===== src/rtl/cpu_bus_if.sv =====
// CPU-side bus bundle between the 65C02 core/board glue and cpu_bus_ctrl.
// RDY handshake: the CPU samples RDY on each cpu_en tick and advances only when it is 1; it holds cpu_AB/cpu_WE stable while RDY is 0.
interface cpu_bus_if #(
  parameter int NUM_IRQ = 4,
  parameter int IRQ_IDW = 2
);
  logic                cpu_en;
  logic                phi2;
  logic                H1n;
  logic [15:0]         cpu_AB;
  logic                cpu_WE;
  logic [NUM_IRQ-1:0]  irq_ck;
  logic [NUM_IRQ-1:0]  INTACKn;
  logic [NUM_IRQ-1:0]  irq_mask;
  logic                IRQ;
  logic [NUM_IRQ-1:0]  irq_pending;
  logic [IRQ_IDW-1:0]  irq_id;
  logic                RDY;
  logic                BRWn;
  logic                WRITEn;
  logic                DRWR;

  modport master (
    output cpu_en, phi2, H1n, cpu_AB, cpu_WE, irq_ck, INTACKn, irq_mask,
    input  IRQ, irq_pending, irq_id, RDY, BRWn, WRITEn, DRWR
  );

  modport slave (
    input  cpu_en, phi2, H1n, cpu_AB, cpu_WE, irq_ck, INTACKn, irq_mask,
    output IRQ, irq_pending, irq_id, RDY, BRWn, WRITEn, DRWR
  );
endinterface


===== src/rtl/cpu_bus_ctrl.sv =====
// CPU bus controller: edge-latched maskable IRQs with priority ID, RDY wait-state
// sequencer for a slow address window, and RDY-qualified write strobes.
module cpu_bus_ctrl #(
  parameter int          NUM_IRQ     = 4,
  parameter int          IRQ_IDW     = 2,
  parameter int          WAIT_CYCLES = 2,
  parameter logic [15:0] WAIT_BASE   = 16'h9000,
  parameter logic [15:0] WAIT_MASK   = 16'hF000,
  parameter logic [15:0] RAM_LIMIT   = 16'h8000
) (
  input  logic         clk,
  input  logic         RESETn,
  cpu_bus_if.slave     bus,
  output logic [1:0]   fsm_state
);

  localparam int CW = (WAIT_CYCLES < 1) ? 1 : $clog2(WAIT_CYCLES + 1);
  typedef logic [CW-1:0] cnt_t;
  localparam cnt_t WAIT_LAST = cnt_t'(WAIT_CYCLES);

  typedef enum logic [1:0] {
    IDLE  = 2'd0,
    STALL = 2'd1,
    DONE  = 2'd2
  } state_t;

  state_t              state;
  cnt_t                cnt;
  logic [NUM_IRQ-1:0]  irq_ck_d;
  logic [NUM_IRQ-1:0]  pending;
  logic [NUM_IRQ-1:0]  irq_edge;
  logic [NUM_IRQ-1:0]  enabled;
  logic                irq_q;
  logic                match;
  logic                fsm_rdy;
  logic                rdy;
  logic                wr;

  // Interrupt latching: acknowledge is applied last so it beats a same-clk edge.
  assign irq_edge = bus.irq_ck & ~irq_ck_d;
  assign enabled  = pending & bus.irq_mask;

  always_ff @(posedge clk or negedge RESETn) begin
    if (!RESETn) begin
      irq_ck_d <= '0;
      pending  <= '0;
      irq_q    <= 1'b0;
    end else begin
      irq_ck_d <= bus.irq_ck;
      pending  <= (pending | irq_edge) & bus.INTACKn;
      irq_q    <= |enabled;
    end
  end

  always_comb begin
    logic found;
    found      = 1'b0;
    bus.irq_id = '0;
    for (int i = 0; i < NUM_IRQ; i++) begin
      if (enabled[i] && !found) begin
        bus.irq_id = IRQ_IDW'(i);
        found      = 1'b1;
      end
    end
  end

  assign bus.IRQ         = irq_q;
  assign bus.irq_pending = pending;

  assign match = ((bus.cpu_AB & WAIT_MASK) == WAIT_BASE) && (WAIT_CYCLES != 0);

  always_ff @(posedge clk or negedge RESETn) begin
    if (!RESETn) begin
      state <= IDLE;
      cnt   <= '0;
    end else if (bus.cpu_en) begin
      case (state)
        IDLE: begin
          if (match) begin
            if (WAIT_CYCLES == 1) begin
              state <= DONE;
            end else begin
              state <= STALL;
              cnt   <= cnt_t'(1);
            end
          end
        end
        STALL: begin
          cnt <= cnt + cnt_t'(1);
          if (cnt + cnt_t'(1) == WAIT_LAST) state <= DONE;
        end
        DONE: begin
          state <= IDLE;
          cnt   <= '0;
        end
        default: begin
          state <= IDLE;
          cnt   <= '0;
        end
      endcase
    end
  end

  // In IDLE the first slow-window tick already stalls, so RDY follows the address directly.
  always_comb begin
    fsm_rdy = 1'b1;
    case (state)
      IDLE:    fsm_rdy = ~match;
      STALL:   fsm_rdy = 1'b0;
      DONE:    fsm_rdy = 1'b1;
      default: fsm_rdy = 1'b1;
    endcase
  end

  assign rdy       = ~RESETn | fsm_rdy;
  assign bus.RDY   = rdy;
  assign fsm_state = state;

  assign wr         = bus.cpu_WE & bus.phi2 & rdy;
  assign bus.BRWn   = ~bus.cpu_WE;
  assign bus.WRITEn = ~(wr & ~bus.H1n);
  assign bus.DRWR   = wr & (bus.cpu_AB < RAM_LIMIT);

endmodule


===== src/flat_wrapper.sv =====
// flat-port wrapper written by rule: the top's interface ports become plain ports
module cpu_bus_ctrl_flat 
#(
  parameter int          NUM_IRQ     = 4,
  parameter int          IRQ_IDW     = 2,
  parameter int          WAIT_CYCLES = 2,
  parameter logic [15:0] WAIT_BASE   = 16'h9000,
  parameter logic [15:0] WAIT_MASK   = 16'hF000,
  parameter logic [15:0] RAM_LIMIT   = 16'h8000
)
  (clk, RESETn, fsm_state, bus_cpu_en, bus_phi2, bus_H1n, bus_cpu_AB, bus_cpu_WE, bus_irq_ck, bus_INTACKn, bus_irq_mask, bus_IRQ, bus_irq_pending, bus_irq_id, bus_RDY, bus_BRWn, bus_WRITEn, bus_DRWR);
  cpu_bus_if #(.NUM_IRQ(NUM_IRQ), .IRQ_IDW(IRQ_IDW)) bus_i ();
  input  logic clk;
  input  logic RESETn;
  output logic [1:0] fsm_state;
  input wire logic [$bits(bus_i.cpu_en)-1:0] bus_cpu_en;
  input wire logic [$bits(bus_i.phi2)-1:0] bus_phi2;
  input wire logic [$bits(bus_i.H1n)-1:0] bus_H1n;
  input wire logic [$bits(bus_i.cpu_AB)-1:0] bus_cpu_AB;
  input wire logic [$bits(bus_i.cpu_WE)-1:0] bus_cpu_WE;
  input wire logic [$bits(bus_i.irq_ck)-1:0] bus_irq_ck;
  input wire logic [$bits(bus_i.INTACKn)-1:0] bus_INTACKn;
  input wire logic [$bits(bus_i.irq_mask)-1:0] bus_irq_mask;
  output wire logic [$bits(bus_i.IRQ)-1:0] bus_IRQ;
  output wire logic [$bits(bus_i.irq_pending)-1:0] bus_irq_pending;
  output wire logic [$bits(bus_i.irq_id)-1:0] bus_irq_id;
  output wire logic [$bits(bus_i.RDY)-1:0] bus_RDY;
  output wire logic [$bits(bus_i.BRWn)-1:0] bus_BRWn;
  output wire logic [$bits(bus_i.WRITEn)-1:0] bus_WRITEn;
  output wire logic [$bits(bus_i.DRWR)-1:0] bus_DRWR;
  assign bus_i.cpu_en = bus_cpu_en;
  assign bus_i.phi2 = bus_phi2;
  assign bus_i.H1n = bus_H1n;
  assign bus_i.cpu_AB = bus_cpu_AB;
  assign bus_i.cpu_WE = bus_cpu_WE;
  assign bus_i.irq_ck = bus_irq_ck;
  assign bus_i.INTACKn = bus_INTACKn;
  assign bus_i.irq_mask = bus_irq_mask;
  assign bus_IRQ = bus_i.IRQ;
  assign bus_irq_pending = bus_i.irq_pending;
  assign bus_irq_id = bus_i.irq_id;
  assign bus_RDY = bus_i.RDY;
  assign bus_BRWn = bus_i.BRWn;
  assign bus_WRITEn = bus_i.WRITEn;
  assign bus_DRWR = bus_i.DRWR;
  cpu_bus_ctrl #(.NUM_IRQ(NUM_IRQ), .IRQ_IDW(IRQ_IDW), .WAIT_CYCLES(WAIT_CYCLES), .WAIT_BASE(WAIT_BASE), .WAIT_MASK(WAIT_MASK), .RAM_LIMIT(RAM_LIMIT)) u_core (.clk(clk), .RESETn(RESETn), .bus(bus_i), .fsm_state(fsm_state));
endmodule

===== config.mk =====
export PLATFORM = sky130hd
export DESIGN_NAME = cpu_bus_ctrl_flat
export DESIGN_NICKNAME = d
export VERILOG_FILES = /design/src/rtl/cpu_bus_if.sv /design/src/rtl/cpu_bus_ctrl.sv /design/src/flat_wrapper.sv
export SDC_FILE = /design/constraint.sdc
export NUM_CORES = 1
export LEC_CHECK = 0
export BUFFER_PORTS_ARGS = -buffer_cell sky130_fd_sc_hd__buf_2
export CAP_MARGIN = 20
export CORE_MARGIN = 1
export CORE_UTILIZATION = 30
export DETAILED_ROUTE_END_ITERATION = 16
export GPL_ROUTABILITY_DRIVEN = 0
export GPL_TIMING_DRIVEN = 0
export HOLD_SLACK_MARGIN = 0.02
export PLACE_DENSITY_LB_ADDON = 0.08
export REMOVE_ABC_BUFFERS = 1
export SYNTH_ARGS = -nofsm -noshare
export SYNTH_HDL_FRONTEND = slang
export SYNTH_SLANG_ARGS = --single-unit

===== constraint.sdc =====
create_clock -name clk -period 1.2 [get_ports clk]
set_clock_uncertainty 0.1 [all_clocks]
set_input_delay 0 -clock clk [delete_from_list [all_inputs] [get_ports clk]]
set_output_delay 0 -clock clk [all_outputs]
set_load 0.005 [all_outputs]

### Word-level counts from Yosys, hierarchy flattened

Index checks and enable logic that the tools add are counted.

| operators by class | value |
|---|---|
| $add $sub $neg | 1 |
| multiply operators | 0 |
| multiplexer cells | 11 |
| reductions and logical operators | 10 |
| div/mod/pow operators | 0 |
| eq/ne operators | 5 |
| bitwise gates (word level) | 15 |
| shifts and indexed selects | 0 |
| $lt $le $gt $ge | 1 |

Operator list:

| kind | number |
|---|---|
| $lt 16x16->1 const B | 1 |
| $and 4x4->4 | 3 |
| $mux 2 | 4 |
| $pmux 2 s2 | 2 |
| $not 1->1 | 5 |
| $and 1x1->1 | 4 |
| $eq 4x4->1 const B | 1 |
| $mux 1 | 4 |
| $ne 2x1->1 const B | 2 |
| $not 4->4 | 1 |
| $or 4x4->4 | 1 |
| $reduce_or 4->1 | 1 |
| $logic_and 1x1->1 | 3 |
| $logic_not 1->1 | 3 |
| $reduce_and 3->1 | 1 |
| $add 2x1->2 const B | 1 |
| $eq 2x1->1 const B | 1 |
| $eq 2x2->1 const B | 1 |
| $logic_not 2->1 | 1 |
| $pmux 1 s2 | 1 |
| $reduce_and 2->1 | 1 |
| $or 1x1->1 | 1 |

| storage, ports and cells | value |
|---|---|
| bits in registers | 13 |
| bits in read-only memories | 0 |
| output and inout port bits | 13 |
| bits of input ports | 34 |
| memories kept | 0 |
| latch bits | 0 |
| RAM bits | 0 |
| word-level logic and storage cells | 48 |

### Longest topological paths before layout

| depth | value |
|---|---|
| word-level depth | 11 |
| gate-level depth with buffers | 5 |
| depth with buffers taken out | 5 |

### Worst setup path after synthesis

No wires, ideal clock.

| timing | value |
|---|---|
| kind | flip-flop to flip-flop |
| from | reg u_core.cnt[0] |
| to | reg u_core.cnt[1] |
| setup time | 0.065 ns |
| cell stages (with the launch flop) | 4 |
| buffers on the path | 0 |
| path slack | 0.027 ns |
| period minus slack after synthesis | 1.173 ns |
| required time | 1.035 ns |
| data arrival time | 1.008 ns |
| path through | dfrtp_1 ha_1 o32ai_2 a31o_1 |

| on the way | value |
|---|---|
| word-level cells in the longest chain between the ends | 2 |

RTL lines:

| what | RTL line | source |
|---|---|---|
| start, declared | cpu_bus_ctrl.sv:28 | `cnt_t cnt;` |
| start signal, assigned | cpu_bus_ctrl.sv:84 | `cnt <= cnt_t'(1);` |
| start signal, assigned | cpu_bus_ctrl.sv:89 | `cnt <= cnt + cnt_t'(1);` |
| $add 2x1->2 | cpu_bus_ctrl.sv:89 |  |
| $pmux 2 s2 | cpu_bus_ctrl.sv:77 | `case (state)` |

Every way passes these cells.
A chain may end at the register's enable or synchronous reset.

### Worst setup path after layout

| timing | value |
|---|---|
| from | reg u_core.state[1] (netlist: u_core.fsm_state[1]) |
| to | out bus_WRITEn |

| on the way | value |
|---|---|
| word-level cells in the longest chain between the ends | 6 |
| elaborated cells on any way between the ends | 7 |
| classes of those cells | eq/ne (1); mux (1); bitwise (4); reduce/logical (1) |

RTL lines:

| what | RTL line | source |
|---|---|---|
| start, declared | cpu_bus_ctrl.sv:27 | `state_t state;` |
| start signal, assigned | cpu_bus_ctrl.sv:74 | `state <= IDLE;` |
| start signal, assigned | cpu_bus_ctrl.sv:81 | `state <= DONE;` |
| start signal, assigned | cpu_bus_ctrl.sv:83 | `state <= STALL;` |
| $eq 2x1->1 or $logic_not 2->1 (tied branches) | cpu_bus_ctrl.sv:107 | `case (state)` |
| $pmux 1 s2 * | cpu_bus_ctrl.sv:107 |  |
| $or 1x1->1 * | cpu_bus_ctrl.sv:115 | `assign rdy = ~RESETn \| fsm_rdy;` |
| $and 1x1->1 * | cpu_bus_ctrl.sv:119 | `assign wr = bus.cpu_WE & bus.phi2 & rdy;` |
| $and 1x1->1 * | cpu_bus_ctrl.sv:121 | `assign bus.WRITEn = ~(wr & ~bus.H1n);` |
| $not 1->1 * | cpu_bus_ctrl.sv:121 |  |
| end, declared | flat_wrapper.sv:29 | `output wire logic [$bits(bus_i.WRITEn)-1:0] bus_WRITEn;` |

Mark *: on every way between the ends. The rest lies on a longest branch, timed or not.

==> summary.md <==
| Metric | Value |
|---|---|
| Status | complete, but fails checks |
| Failing checks | hold timing, setup timing |
| Multi-input logic area | between 200 and 300 um2 |
| Vias in the first global route | 576 |
| Diode count | 0 |
| CTS tree | yes |
| Reg power frac | 0.432 |
| Final setup vio count | 4 |
| Async S/R FF share, synth | 1.00 |
| WHS Endpoint | u_core.bus.IRQ |
| Reg2reg setup slack | -0.03 ns |
| Vias per cell | 4.54 |
| Placed instance area | slightly below 800 um2 |
| TritonRoute pass-1 iters | 3 |
| Syn Area/Cell | 10.9 um2 |
| Crit path max-delay family | flip-flops |
| Hold path cells | 3 |
| Initial antenna violation count | 0 |
| Core area | 1760 um2 |
| Setup slack at placement | -0.0172 ns |
| Max Freq | slightly below 800 MHz |
| Final period demand of the worst path | 1.27 ns |
| Post-Route Utilization | 0.577 |
| Net switching power | ~0.40 mW |
| Max Slew Vio Count | 0 |
| Grt ovf | 0 |
| Cts bufs inserted | 3 |
| Total power | 1.33 mW |
| Sw Share | 0.304 |
| Critical Path End Type | primary output |
| Crit-path max FO | 2 |
| Primary FF master, synth | dfrtp_1 |
| Layout area overhead | 75.6% |
| Hold violation count in the final report | 1 |
| Post-DP HPWL | roughly 940 um |
| Count of cell types in the netlist | 20 |
| WP buf/inv | 1 |
| Cell Pwr Density | between 1000 and 1500 nW/um2 |
| Crit path max-delay cell type | dfrtp_2 |
| Die width | 45.9 um |
| Port Buffers | 34 |
| Internal power | 0.922 mW |
| Post-Layout Cell Count | about 140 |
| I/O pin total | 47 |
| Critical path class | reg -> out |
| LEAKAGE | 0.500 nW |
| Initial core utilization | 0.328 |
| Hold WS | -0.112 ns |
| Worst min-delay path class | in -> reg |
| Post-Synthesis Cell Area | 579 um2 |
| CTS Root Buffer Type | clkbuf_4 |
| Hold buffers post-CTS | 13 |
| Layout fillers | 172 |
| Slowest Stage Delay on Critical Path | around 0.41 ns |
| Clk slew on worst S/H paths | 0.08 ns |
| Critical Path Source | u_core.fsm_state[1] |
| Area occupied by registers | 328 um2 |
| EDFF count, synth | 0 |
| Met3 Resource Use GR | 0.0357 |
| Final WS setup | -0.0728 ns |
| Syn Inst Count | 53 |
| Total number of vias | 617 |
| CTS Sinks | 13 |
| Final net count | 147 |
| RR Startpoint | u_core.fsm_state[1] |
| First-pass GRT wire length | about 2.3 mm |
| Full die area | 2110 um2 |
| Fin crit share | 1.06 |
| Startpoint Class | flip-flop |
| Reg2reg end | u_core.cnt[1] |
| Inst Count DP | about 110 |
| Clk buf depth | 2 |
| Layout cells sized above 1 | 0.495 |
| Post-route DRC | 0 |
| # rows | 15 |
| Post-DRT Antenna Nets | 0 |
| Max Cap Viol | 0 |
| Maximum vdd drop | 814 uV |
| Gr usage total | 0.163 |
| Worst hold start | bus_irq_mask[3] |
| Critical Path AT | between 1 and 1.5 ns |
| H-tree depth | 1 |
| Setup TNS | -0.171 ns |
| Routed len/inst | between 10 and 15 um |
| Final instance area | about 1000 um2 |
| Req. time, crit path | 1.10 ns |
| Crit path cell chain | nor2b_2, a21bo_2, nand2_1, buf_2 |
| Clock Power Share | 0.203 |
| Die Y | roughly 46 um |
| Largest net degree at the start of global routing | 14 |
| Slew HR | 0.608 |
| Worst r2r path cells | 4 |
| Synth warnings | 0 |
| Routed wire length | 1.51 mm |
| Met1 usage | 0.181 |
| Starting DRT DRC Count | 1 |
| RSZ-0062 raised after global routing | true |
| Worst-skew pair later-pin latency | ~0.27 ns |
| M2 GR Usage | 0.285 |
| Flops & latches, synth | 13 |
| Combinational Power Share | 0.366 |
| Layer with the highest usage | met2 |
| Worst-Margin Slew | 0.587 ns |
| Register area share after synthesis | 0.562 |
## state kept, by name, summed over array words and instances (netlist names)
register and count:
u_core.bus.irq_pending 4, u_core.bus.IRQ 1, u_core.fsm_state 2, u_core.cnt 2, u_core.irq_ck_d 4
## worst max-delay path by stage
stage / end / cells past startpoint
after CTS: bus_WRITEn / 4
final: bus_WRITEn / 4
after global placement: u_core.cnt[1] / 3
after floorplan: u_core.cnt[1] / 3
after global routing: bus_WRITEn / 4
after detailed placement: u_core.cnt[1] / 3
## Yosys cell counts (2+ instances only)
library cell | n | share of area
nor2_1 | 2 | 0.013
dfrtp_1 | 13 | 0.56
nor2b_1 | 6 | 0.065
nand2_1 | 7 | 0.045
a21oi_1 | 3 | 0.026
o21ai_0 | 2 | 0.017
o21a_1 | 4 | 0.052
a22oi_1 | 2 | 0.026
inv_1 | 3 | 0.019
## routing by layer
layer  up-vias  share of wire
met4         0          0.014
met1       286           0.43
met2        21           0.51
met3         4          0.045
met5         -              0
li1        306              -
## cells in the final DEF, fill, tap and decap left out
master / count
nand2_1: 7
a31o_1: 1
inv_2: 2
dfrtp_1: 11
dlygate4sd3_1: 13
a21bo_2: 1
inv_1: 2
a22oi_2: 2
dfrtp_2: 2
nand4bb_1: 1
ha_1: 1
o22a_1: 1
a21oi_1: 3
o21ai_0: 2
o32ai_2: 1
a32oi_1: 1
a211oi_2: 1
nor2_1: 2
clkbuf_1: 1
buf_2: 34
nand2b_4: 1
nor2b_1: 5
o31ai_1: 1
clkbuf_4: 3
buf_4: 7
o21a_1: 4
nor2b_2: 1
## cells by family after synthesis
kind of cell	count (synthesis)	synth area share
AND/OR/NAND/NOR	17	0.153
adder cells (fa/ha/maj)	1	0.0216
flip-flops	13	0.562
buffers and inverters	4	0.0259
AO/OA/AOI/OAI	18	0.238
## final cells by class
type / instances / share of cell area
Tap cell: 25 / 0.0308
Timing Repair Buffer: 54 / 0.347
Sequential cell: 13 / 0.322
Multi-Input combinational cell: 36 / 0.260
Clock buffer: 4 / 0.0258
Inverter: 4 / 0.0148
## worst min-delay path: stages
cell	delay (ns)
buf_2	0.10
a22oi_2	0.07
nand2_1	0.06
## power by group through the flow
stage,Clock (mW),Combinational [mW],Sequential [mW]
finish,0.269,0.485,0.572
global route,0.301,0.554,0.584
CTS,0.285,0.441,0.585
detailed placement,0,0.338,0.599
global placement,0,0.335,0.600
floorplan,0,0.208,0.588
## what timing repair did
action,CTS,global route
setup buffers,6,1
pin swaps,1,5
hold endpoints to repair,25,1
gates cloned,0,0
gates resized for setup,5,3
endpoints found under the setup margin,6,7
(Power assumes the default switching activity.)
